==> src/rtl/alu_cmd_sequencer.sv <==
// Purpose : valid/ready front end for a single-adder combinational ALU, with optional accumulate.
// Latency : command accepted at edge N -> rsp_valid high after edge N+1; 3 cycles minimum per command.
// Backpr. : response is held stable while rsp_ready=0; cmd_ready stays low until the response is taken.
//
// Ports:
//   clk, rst                 clock, synchronous active-high reset
//   cmd_valid/cmd_ready      command channel: cmd_a, cmd_b, cmd_op (00 add, 01 sub, 10 and, 11 or), cmd_acc
//   alu_a/alu_b/alu_control  registered drive to the external ALU; alu_y is its combinational result
//   rsp_valid/rsp_ready      response channel: rsp_y, rsp_op, rsp_zero
//   op_count                 accepted-response counter, wraps at 2^CW
module alu_cmd_sequencer #(
  parameter int DW = 32,
  parameter int CW = 16
) (
  input  logic          clk,
  input  logic          rst,
  input  logic          cmd_valid,
  output logic          cmd_ready,
  input  logic [DW-1:0] cmd_a,
  input  logic [DW-1:0] cmd_b,
  input  logic [1:0]    cmd_op,
  input  logic          cmd_acc,
  output logic [DW-1:0] alu_a,
  output logic [DW-1:0] alu_b,
  output logic [1:0]    alu_control,
  input  logic [DW-1:0] alu_y,
  output logic          rsp_valid,
  input  logic          rsp_ready,
  output logic [DW-1:0] rsp_y,
  output logic [1:0]    rsp_op,
  output logic          rsp_zero,
  output logic [CW-1:0] op_count
);

  typedef enum logic [1:0] {
    S_IDLE = 2'd0,
    S_EXEC = 2'd1,
    S_RESP = 2'd2
  } state_t;

  state_t        state_q, state_d;
  logic [DW-1:0] alu_a_q, alu_a_d;
  logic [DW-1:0] alu_b_q, alu_b_d;
  logic [1:0]    alu_ctrl_q, alu_ctrl_d;
  logic [DW-1:0] acc_q, acc_d;
  logic [DW-1:0] rsp_y_q, rsp_y_d;
  logic [1:0]    rsp_op_q, rsp_op_d;
  logic          rsp_zero_q, rsp_zero_d;
  logic [CW-1:0] op_count_q, op_count_d;

  // Gated with rst so ready reads low for the whole reset cycle, even though
  // the state register already sits in IDLE.
  assign cmd_ready   = (state_q == S_IDLE) && !rst;
  assign rsp_valid   = (state_q == S_RESP);
  assign alu_a       = alu_a_q;
  assign alu_b       = alu_b_q;
  assign alu_control = alu_ctrl_q;
  assign rsp_y       = rsp_y_q;
  assign rsp_op      = rsp_op_q;
  assign rsp_zero    = rsp_zero_q;
  assign op_count    = op_count_q;

  always_comb begin
    state_d    = state_q;
    alu_a_d    = alu_a_q;
    alu_b_d    = alu_b_q;
    alu_ctrl_d = alu_ctrl_q;
    acc_d      = acc_q;
    rsp_y_d    = rsp_y_q;
    rsp_op_d   = rsp_op_q;
    rsp_zero_d = rsp_zero_q;
    op_count_d = op_count_q;

    case (state_q)
      S_IDLE: begin
        if (cmd_valid && cmd_ready) begin
          alu_a_d    = cmd_acc ? acc_q : cmd_a;
          alu_b_d    = cmd_b;
          alu_ctrl_d = cmd_op;
          state_d    = S_EXEC;
        end
      end
      S_EXEC: begin
        // ALU inputs have been stable since the last edge; capture its result.
        rsp_y_d    = alu_y;
        acc_d      = alu_y;
        rsp_op_d   = alu_ctrl_q;
        rsp_zero_d = (alu_y == '0);
        state_d    = S_RESP;
      end
      S_RESP: begin
        if (rsp_ready) begin
          op_count_d = op_count_q + {{(CW-1){1'b0}}, 1'b1};
          state_d    = S_IDLE;
        end
      end
      default: begin
        state_d = S_IDLE;
      end
    endcase
  end

  always_ff @(posedge clk) begin
    if (rst) begin
      state_q    <= S_IDLE;
      alu_a_q    <= '0;
      alu_b_q    <= '0;
      alu_ctrl_q <= 2'b00;
      acc_q      <= '0;
      rsp_y_q    <= '0;
      rsp_op_q   <= 2'b00;
      rsp_zero_q <= 1'b0;
      op_count_q <= '0;
    end else begin
      state_q    <= state_d;
      alu_a_q    <= alu_a_d;
      alu_b_q    <= alu_b_d;
      alu_ctrl_q <= alu_ctrl_d;
      acc_q      <= acc_d;
      rsp_y_q    <= rsp_y_d;
      rsp_op_q   <= rsp_op_d;
      rsp_zero_q <= rsp_zero_d;
      op_count_q <= op_count_d;
    end
  end

endmodule

==> config.mk <==
export PLATFORM = sky130hd
export DESIGN_NAME = alu_cmd_sequencer
export DESIGN_NICKNAME = d
export VERILOG_FILES = /design/src/rtl/alu_cmd_sequencer.sv
export SDC_FILE = /design/constraint.sdc
export NUM_CORES = 1
export LEC_CHECK = 0
export ABC_AREA = 0
export CORE_MARGIN = 2
export CORE_UTILIZATION = 25
export CTS_BUF_LIST = sky130_fd_sc_hd__clkbuf_4 sky130_fd_sc_hd__clkbuf_8
export CTS_CLUSTER_SIZE = 28
export DETAILED_ROUTE_END_ITERATION = 10
export GPL_TIMING_DRIVEN = 0
export SYNTH_ARGS = -nofsm -noshare
export SYNTH_HDL_FRONTEND = slang
export SYNTH_SLANG_ARGS = --single-unit
==> constraint.sdc <==
create_clock -name clk -period 3.4 [get_ports clk]
set_input_delay 0.34 -clock clk [delete_from_list [all_inputs] [get_ports clk]]
set_output_delay 0.34 -clock clk [all_outputs]
set_load 0.005 [all_outputs]
==> results of run 1 <==
logic make-up (layout without fill, tap and decap cells):
family	after synthesis	count (layout)	share of synthesized area [%]
fa+ha+maj	1	1	0.271
compound gates	114	114	14.3
xor+xnor	9	9	1.71
flops	119	119	51.5
other cells	0	1	0
buf+inv	42	293	4.03
simple gates	222	222	21.0
mux	33	33	7.14
cell type report:
class,instances,area (sq um)
clock buffers,22,284
flip-flops and latches,119,2380
plain buffers,40,179
inverters,2,7.51
clock inverters,9,77.6
well taps,229,287
fillers,1868,10500
repair buffers,220,2200
multi-input cells,379,2050
diodes,1,2.50
synthesized netlist by cell type:
master                     count
sky130_fd_sc_hd__nand2_1     141
sky130_fd_sc_hd__dfxtp_1     119
sky130_fd_sc_hd__a21oi_1      75
sky130_fd_sc_hd__nor2_1       43
sky130_fd_sc_hd__mux2i_1      33
sky130_fd_sc_hd__a211oi_1     32
sky130_fd_sc_hd__clkbuf_1     26
sky130_fd_sc_hd__buf_2        11
sky130_fd_sc_hd__nor4_1        7
sky130_fd_sc_hd__xor2_1        7
sky130_fd_sc_hd__nand3_1       6
sky130_fd_sc_hd__o31ai_1       5
sky130_fd_sc_hd__nand4_1       4
sky130_fd_sc_hd__or4_1         4
sky130_fd_sc_hd__buf_6         2
sky130_fd_sc_hd__nand2b_1      2
sky130_fd_sc_hd__o21ai_0       2
sky130_fd_sc_hd__or3_1         2
sky130_fd_sc_hd__xnor2_1       2
sky130_fd_sc_hd__and2_1        1
sky130_fd_sc_hd__and2b_1       1
sky130_fd_sc_hd__and3_1        1
sky130_fd_sc_hd__and3_2        1
sky130_fd_sc_hd__and3b_1       1
sky130_fd_sc_hd__and4_4        1
sky130_fd_sc_hd__and4b_1       1
sky130_fd_sc_hd__buf_1         1
sky130_fd_sc_hd__ha_1          1
sky130_fd_sc_hd__inv_1         1
sky130_fd_sc_hd__inv_2         1
sky130_fd_sc_hd__nand3_4       1
sky130_fd_sc_hd__nand3b_1      1
sky130_fd_sc_hd__nand4_4       1
sky130_fd_sc_hd__nor2b_1       1
sky130_fd_sc_hd__nor3_1        1
sky130_fd_sc_hd__nor3_2        1
metrics by stage:
stage	instances	setup slack (ns)	area [sq um]	total power [W]
finish	1021	1.33	7480	0.00320
global route	1020	1.14	7470	0.00336
CTS	1020	1.28	7470	0.00326
detailed placement	989	0.897	7110	0.00203
global placement	989	0.901	7110	0.00203
floorplan	540	1.81	4620	0.00171
power breakdown:
part | leakage [nW] | switching [W] | internal (W) | total [W]
Clock | 0.185 | 0.000574 | 0.000629 | 0.00120
Combinational | 1.51 | 0.000209 | 0.000284 | 0.000493
Sequential | 0.970 | 0.0000427 | 0.00146 | 0.00150
metal layers:
layer	vias up	track usage, %
met5	-	0
li1	2327	-
met4	0	6.53
met1	2114	21.9
met3	23	4.51
met2	143	25.7
critical path: cells and delay by family, from the launching register on:
kind	cells	cell delay, ns
AND/OR/NAND/NOR	2	0.58
buffers and inverters	3	0.88
AO/OA/AOI/OAI	1	0.11
flip-flops	1	0.35
flip-flops by register name, summed over array words and instances, names as in the netlist:
register,flops
alu_a,32
alu_b,32
alu_control,2
op_count,16
rsp_op,2
rsp_y,32
rsp_zero,1
state_q,2
worst paths after layout:
kind / start / endpoint / slack (ns) / cells past startpoint
worst min register to register: alu_b[16] / alu_b[16] / 0.45 / 2
worst max-delay path: state_q[1] / alu_a[28] / 1.33 / 6
worst max register to register: state_q[1] / alu_a[28] / 1.33 / 6
worst min-delay path: cmd_acc / alu_a[11] / 0.39 / 3
==> impl_metrics.py, run 1 <==
metrics = {
    "run_status": {
        "status": "finished clean",
    },
    "timing": {
        "max_slew.worst_pin.slew_ns": 0.685,
        "setup_tns_ns": 0,
        "finalHoldWorstSlack_ns": 0.393,
        "timing.final.crit_share_pct": 60.9,
        "max_slew_margin_pct": 54.3,
        "hold_viol": 0,
        "final.setup_skew_ns": 0.00585,
        "rsz0062_at_grt": "false",
        "min_period_ns": 2.07,
        "timing.final.max_slew_violations": 0,
        "achievable-frequency_mhz": 483,
        "setup-violations-final": 0,
    },
    "synth": {
        "synth.yosys.seq_area_share_pct": 51.5,
        "postSynthCellCount": 540,
        "net_count_after_synthesis": 644,
        "yosys_register_bits": 119,
        "synthesis.yosys.warnings": 0,
        "yosys.cell_types.count": 36,
        "synth_top_cell_area_share_pct": 51.5,
        "syn_avg_cell_area_sq_um": 8.56,
        "synth_area_sq_um": 4620,
        "synth_area_leaders": "sky130_fd_sc_hd__dfxtp_1 52%, sky130_fd_sc_hd__nand2_1 11%, sky130_fd_sc_hd__a21oi_1 8.1%",
        "synth.largest_area_cell": "sky130_fd_sc_hd__dfxtp_1",
    },
    "grt": {
        "largest_net_degree_at_the_start_of_global_routing": 17,
        "grt_usage_pct": 16.6,
        "grt_pass1_vias": 4354,
        "grt.overflow.total": 0,
        "antenna_found_initial": 1,
        "grt_first_pass_wirelength_um": 25100,
    },
    "place": {
        "half_perimeter_wire_length_after_detailed_placement_um": 12300,
        "port_buffer_count": 220,
        "globalplace.congestion": 0.768,
    },
    "setup_path": {
        "timing.critical_path.slowest_cell_delay_ns": 0.35,
        "cp.required_ns": 3.68,
        "crit_type": "flop to flop",
        "max_fo_critical_path": 10,
        "worstPathCellList": "nor3_2 -> nand2_1 -> inv_2 -> buf_2 -> buf_2 -> a211oi_1",
        "cp-end-kind": "flop",
        "timing.critical_path.slowest_stage_cell": "sky130_fd_sc_hd__dfxtp_1",
        "critPathLaunchType": "flop",
        "arr_time_crit_path_ns": 2.35,
        "critical-path-top-cell-by-count": "sky130_fd_sc_hd__buf_2",
    },
    "clock_tree": {
        "clk-insertion-delay-late_ns": 0.43,
        "cts.reportedPaths.clkPinSlew_ns": 0.07,
        "clock_tree.buffer_depth": 2,
        "cts_sinks": 119,
        "cts_buffers": 17,
        "cts-root-buf": "sky130_fd_sc_hd__clkbuf_8",
        "post-cts-setup-buffers": 0,
        "cts-hold-fix-buffers": 0,
        "cts_tree": "built",
        "cts.repair.resized": 0,
        "htree_levels": 4,
    },
    "power": {
        "power_density_nw_per_um2": 428,
        "p_leak_nw": 2.67,
        "vdd_drop_max_uv": 229,
    },
    "floorplan": {
        "coreArea_sq_um": 18000,
        "num_rows": 49,
        "io_pins": 222,
        "floorplan.die.width_um": 140,
        "start_util_pct": 25.6,
        "floorplan.die_area_sq_um": 19600,
        "die_y_um": 140,
    },
    "drt": {
        "dr_total_vias": 4607,
        "route.met3.wl_um": 975,
        "route.top_layer_used": "met4",
        "routed_metal_1_wirelength_um": 7570,
        "average_vias_per_placed_instance": 4.51,
        "drcViolationCount": 0,
        "drt_pre_antenna_iters": 4,
        "drt.antenna.violating_nets": 0,
        "drt_wl_total_um": 16300,
        "wire_per_inst_um": 16.0,
        "met2_length_um": 7450,
        "detailedRoute.firstIterationViolations": 169,
    },
    "finish": {
        "layout.cells.most_common_list": "220 x sky130_fd_sc_hd__clkdlybuf4s50_1, 141 x sky130_fd_sc_hd__nand2_1, 119 x sky130_fd_sc_hd__dfxtp_1",
        "post_route_cells_drive_above_1_share_pct": 6.32,
        "layout.core_utilization_pct": 41.5,
        "nNetsFinal": 883,
        "final_common_cell": "sky130_fd_sc_hd__clkdlybuf4s50_1",
        "area.growth.synth_to_final_pct": 61.7,
    },
    "worst_hold_path": {
        "holdCritPathClass": "input pin to flop",
    },
    "flow_run": {
        "max_cap_violations": 0,
    },
}
Power figures use the tool's default switching activity.
==> run 2: changes to the inputs <==
Clock period 3.4 ns to 2.02 ns, I/O delays scaled along.
==> run 2 against run 1 <==
Effect of this change:
- largest cell class is now non-clock buffers
- design area increased by 0.12%
- first-iteration DRC count increased by 5.9%
- clock skew decreased by 0.00064 ns
- wire length increased by 0.27%
- total power increased by 68%
- via count increased by 0.11%
- clock-buffer cell count unchanged
- maximum frequency increased by 13%
- clock power increased by 68%
- combinational power increased by 69%
- non-clock buffer count unchanged
- worst hold slack got worse by 0.14 ns
==> impl_metrics.py, run 2 (same netlist as run 1, synthesis figures left out) <==
metrics = {
    "power": {
        "proportion_of_power_drawn_by_combinational_gates_pct": 15.5,
        "switchingPower_w": 0.00139,
        "vdd_drop_max_uv": 385,
        "internal-power_w": 0.00400,
        "seq_power_share_pct": 47.0,
        "p_leak_nw": 2.67,
        "power.share.switching_pct": 25.8,
        "power.clock.fraction_pct": 37.6,
        "power_density_nw_per_um2": 720,
    },
    "clock_tree": {
        "cts_buffers": 17,
        "cts_sinks": 119,
        "cts-hold-fix-buffers": 0,
        "post-cts-setup-buffers": 0,
        "clock_tree.buffer_depth": 2,
        "htree_levels": 4,
        "clk-insertion-delay-late_ns": 0.43,
        "cts-root-buf": "sky130_fd_sc_hd__clkbuf_8",
        "cts_tree": "built",
        "cts.reportedPaths.clkPinSlew_ns": 0.07,
    },
    "timing": {
        "rsz0062_at_grt": "false",
        "final.setup_skew_ns": 0.00521,
        "max_slew.worst_pin.slew_ns": 0.751,
        "setup-violations-final": 0,
        "hold_viol": 0,
        "setup_ws_ns": 0.181,
        "timing.final.max_slew_violations": 0,
        "max_slew_margin_pct": 50.0,
        "min_period_ns": 1.84,
        "achievable-frequency_mhz": 544,
        "timing.final.crit_share_pct": 91.0,
        "setup_tns_ns": 0,
    },
    "floorplan": {
        "coreArea_sq_um": 18000,
        "start_util_pct": 25.6,
        "floorplan.die_area_sq_um": 19600,
        "floorplan.die.width_um": 140,
        "num_rows": 49,
        "die_y_um": 140,
        "io_pins": 222,
    },
    "place": {
        "placed_cells": 989,
        "half_perimeter_wire_length_after_detailed_placement_um": 12300,
        "dp_worst_setup_slack_ns": -0.345,
        "globalplace.congestion": 0.768,
        "port_buffer_count": 220,
    },
    "finish": {
        "layout.core_utilization_pct": 41.5,
        "final_common_cell": "sky130_fd_sc_hd__clkdlybuf4s50_1",
        "multi_input_comb_area_sq_um": 2060,
        "layout.cells.most_common_list": "220 x sky130_fd_sc_hd__clkdlybuf4s50_1, 140 x sky130_fd_sc_hd__nand2_1, 119 x sky130_fd_sc_hd__dfxtp_1",
        "nNetsFinal": 883,
        "post_route_cells_drive_above_1_share_pct": 6.57,
        "area.growth.synth_to_final_pct": 61.9,
        "final_cell_count_no_fill": 1021,
        "seq_area_sq_um": 2380,
        "fillerInstances": 1865,
    },
    "drt": {
        "drt_wl_total_um": 16400,
        "drt_pre_antenna_iters": 4,
        "dr_total_vias": 4612,
        "drt.antenna.violating_nets": 0,
        "drcViolationCount": 0,
        "wire_per_inst_um": 16.0,
        "detailedRoute.firstIterationViolations": 179,
        "average_vias_per_placed_instance": 4.52,
    },
    "flow_run": {
        "max_cap_violations": 0,
    },
    "run_status": {
        "status": "finished clean",
    },
    "grt": {
        "grt_pass1_vias": 4354,
        "largest_net_degree_at_the_start_of_global_routing": 17,
        "grt.overflow.total": 0,
        "grt_usage_pct": 16.6,
        "grt_first_pass_wirelength_um": 25100,
        "antenna_found_initial": 1,
    },
    "setup_path": {
        "worstPathCellList": "nor3_2 -> nand2_2 -> inv_2 -> clkbuf_4 -> clkbuf_4 -> a211oi_1",
        "arr_time_crit_path_ns": 2.13,
        "max_fo_critical_path": 10,
        "crit_type": "flop to flop",
        "critical_path_source": "state_q[1]",
        "critical-path-top-cell-by-count": "sky130_fd_sc_hd__clkbuf_4",
        "critPathLaunchType": "flop",
        "timing.critical_path.slowest_stage_cell": "sky130_fd_sc_hd__dfxtp_1",
        "cp-end-kind": "flop",
        "cp.required_ns": 2.31,
        "timing.critical_path.slowest_cell_delay_ns": 0.35,
        "ff_to_ff_start": "state_q[1]",
    },
    "worst_hold_path": {
        "holdCritPathClass": "input pin to flop",
        "timing.hold.worst.start": "cmd_acc",
    },
}
## run 2: final timing paths
| kind | to | slack [ns] | cells past startpoint |
|---|---|---|---|
| worst min register to register | alu_b[16] | 0.45 | 2 |
| worst min-delay path | alu_a[11] | 0.26 | 3 |
| worst max-delay path | alu_a[28] | 0.18 | 6 |
| worst max register to register | alu_a[28] | 0.18 | 6 |
## run 2: layout make-up
| type | instances | area share, % |
|---|---|---|
| sequential | 119 | 31.8 |
| buffer | 40 | 2.47 |
| multi-input combinational | 379 | 27.5 |
| timing repair buffer | 220 | 29.4 |
| clock buffer | 22 | 3.79 |
| inverter | 2 | 0.100 |
| clock inverter | 9 | 1.04 |
| antenna | 1 | 0.0334 |
| tap | 229 | 3.83 |
## run 2: what timing repair did
| action | CTS | global route |
|---|---|---|
| pin swaps | 0 | 0 |
| resized for setup | 1 | 4 |
| endpoints found under the hold margin | 0 | 0 |
| endpoints found under the setup margin | 10 | 13 |
## run 2: through the flow
step,total power (W),hold slack (ns),cell area [sq um]
4_1_cts,0.00549,0.220,7480
5_1_grt,0.00566,0.277,7480
3_5_place_dp,0.00342,0.446,7110
3_3_place_gp,0.00342,0.442,7110
6_report,0.00539,0.258,7480
2_1_floorplan,0.00287,0.338,4620
## run 2: power groups by stage
stage / clock network [W] / logic, W / registers, W
floorplan: 0 / 0.000288 / 0.00258
global placement: 0 / 0.000838 / 0.00258
detailed placement: 0 / 0.000837 / 0.00258
CTS: 0.00212 / 0.000841 / 0.00253
global route: 0.00221 / 0.000908 / 0.00255
finish: 0.00202 / 0.000833 / 0.00253
## run 2: metal layers
metal	part of all wire (%)	vias to the layer above	track usage, %	routed length, um
li1	-	2327	-	-
met1	46	2109	21.9	7540
met2	46	153	25.7	7480
met3	6.3	23	4.51	1020
met4	2.0	0	6.53	326
met5	0	-	0	0
## run 2: critical path, delay by kind of cell, from the launching register on
family                 cells  cell delay [ns]
and+or+nand+nor            2             0.50
buffers and inverters      3             0.75
DFF                        1             0.35
AOI/OAI and AO/OA          1             0.09
==> run 3: changes to the inputs <==
Settings changed: GPL_TIMING_DRIVEN 0 to 1.
==> run 3 against run 2 <==
Effect of this change:
- sequential cell count stayed put
- register-to-register slack better by 0.21 ns
- total power is 1.1% higher
- setup slack lost 0.010 ns
- utilization about the same
==> impl_metrics.py, run 3 (same netlist as run 1, synthesis figures left out) <==
metrics = {
    "grt": {
        "grt.overflow.total": 0,
        "antenna_found_initial": 0,
        "largest_net_degree_at_the_start_of_global_routing": 100,
        "grt_first_pass_wirelength_um": 23600,
        "grt_pass1_vias": 4234,
        "grt_usage_pct": 15.3,
    },
    "floorplan": {
        "floorplan.die.width_um": 140,
        "start_util_pct": 25.6,
        "die_y_um": 140,
        "io_pins": 222,
        "num_rows": 49,
        "coreArea_sq_um": 18000,
        "floorplan.die_area_sq_um": 19600,
    },
    "place": {
        "half_perimeter_wire_length_after_detailed_placement_um": 10700,
        "globalplace.congestion": 0.789,
        "placed_cells": 966,
        "dp_worst_setup_slack_ns": 0.238,
        "port_buffer_count": 221,
    },
    "timing": {
        "final.setup_skew_ns": 0.00933,
        "setup-violations-final": 0,
        "timing.final.max_slew_violations": 0,
        "rsz0062_at_grt": "false",
        "setup_ws_ns": 0.171,
        "min_period_ns": 1.85,
        "hold_viol": 0,
        "max_slew_margin_pct": 60.3,
        "timing.final.crit_share_pct": 91.5,
        "achievable-frequency_mhz": 541,
        "max_slew.worst_pin.slew_ns": 0.596,
        "setup_tns_ns": 0,
    },
    "power": {
        "p_leak_nw": 2.67,
        "vdd_drop_max_uv": 356,
        "totalPowerFinal_w": 0.00545,
        "power_density_nw_per_um2": 728,
    },
    "setup_path": {
        "critPathLaunchType": "flop",
        "reg2reg_to": "alu_a[15]",
        "crit_type": "flop to primary output",
        "timing.critical_path.slowest_cell_delay_ns": 0.55,
        "r2r.worst_path.cells": 6,
        "ff_to_ff_start": "state_q[0]",
        "max_fo_critical_path": 6,
        "worstPathCellList": "nor2b_1 -> clkdlybuf4s50_1",
        "reg2reg_setup_slack_ns": 0.39,
        "cp-end-kind": "primary output",
        "arr_time_crit_path_ns": 1.65,
        "cp.required_ns": 1.82,
        "timing.critical_path.slowest_stage_cell": "sky130_fd_sc_hd__clkdlybuf4s50_1",
    },
    "worst_hold_path": {
        "worst_hold_endpoint": "rsp_zero",
        "holdCritPathClass": "input pin to flop",
        "whs_path_depth": 4,
        "timing.hold.worst.start": "rst",
    },
    "finish": {
        "final_common_cell": "sky130_fd_sc_hd__clkdlybuf4s50_1",
        "fillerInstances": 1855,
        "final_cell_count_no_fill": 998,
        "diodes": 0,
        "post_route_cells_drive_above_1_share_pct": 7.41,
        "nNetsFinal": 860,
        "layout.cells.most_common_list": "219 x sky130_fd_sc_hd__clkdlybuf4s50_1, 141 x sky130_fd_sc_hd__nand2_1, 119 x sky130_fd_sc_hd__dfxtp_1",
        "area.growth.synth_to_final_pct": 61.7,
    },
    "drt": {
        "wire_per_inst_um": 15.0,
        "detailedRoute.firstIterationViolations": 128,
        "dr_total_vias": 4424,
        "drt.antenna.violating_nets": 0,
        "met2_length_um": 6930,
        "drt_wl_total_um": 14900,
        "route.top_layer_used": "met4",
        "drt_pre_antenna_iters": 6,
        "route.met3.wl_um": 913,
        "drcViolationCount": 0,
        "routed_metal_1_wirelength_um": 6860,
        "average_vias_per_placed_instance": 4.43,
    },
    "clock_tree": {
        "cts.reportedPaths.clkPinSlew_ns": 0.07,
        "cts_buffers": 17,
        "post-cts-setup-buffers": 0,
        "cts_sinks": 119,
        "htree_levels": 4,
        "clk-insertion-delay-late_ns": 0.43,
        "cts_tree": "built",
        "cts-hold-fix-buffers": 0,
        "cts-root-buf": "sky130_fd_sc_hd__clkbuf_8",
        "cts.repair.resized": 0,
        "clock_tree.buffer_depth": 2,
    },
    "run_status": {
        "status": "finished clean",
    },
    "flow_run": {
        "max_cap_violations": 0,
    },
}
run 3: worst max-delay path by stage:
| stage | from | endpoint | slack, ns | cells past startpoint |
|---|---|---|---|---|
| floorplan | op_count[0] | op_count[14] | 0.43 | 6 |
| global placement | rsp_ready | op_count[15] | 0.23 | 5 |
| detailed placement | rsp_ready | op_count[15] | 0.24 | 5 |
| CTS | state_q[1] | rsp_valid | 0.10 | 2 |
| global route | state_q[1] | rsp_valid | 0.07 | 2 |
| finish | state_q[1] | rsp_valid | 0.17 | 2 |
run 3: cell type report:
type                    instances  area, sq um  share of cell area [%]
clock buffers                  22          297                    3.97
clock inverters                10         95.1                    1.27
inverters                       2         8.76                   0.117
multi-input cells             379         2060                    27.5
flip-flops and latches        119         2380                    31.9
well taps                     229          287                    3.83
repair buffers                237         2350                    31.4
run 3: per-stage QoR:
step | hold slack, ns | utilization (%) | instance area [sq um]
6_report | 0.172 | 41.5 | 7480
5_1_grt | 0.166 | 41.5 | 7480
4_1_cts | 0.153 | 41.5 | 7480
3_5_place_dp | 0.446 | 39.3 | 7080
3_3_place_gp | 0.442 | 39.3 | 7080
2_1_floorplan | 0.338 | - | 4620
run 3: worst max-delay path, delay by kind of cell (launching register included):
kind,cells,cell delay [ns]
and+or+nand+nor,1,0.27
DFF,1,0.40
buffers and inverters,1,0.55
run 3: per-layer routing:
| layer | vias up | GRT usage, % |
|---|---|---|
| met4 | 0 | 6.68 |
| met2 | 134 | 24.1 |
| li1 | 2280 | - |
| met3 | 15 | 4.34 |
| met5 | - | 0 |
| met1 | 1995 | 19.6 |
run 3: where the power goes:
part,internal (W),total [W],switching (W)
sequential,0.00246,0.00253,0.0000676
clock,0.00112,0.00210,0.000986
combinational,0.000484,0.000815,0.000332
total,0.00406,0.00545,0.00139
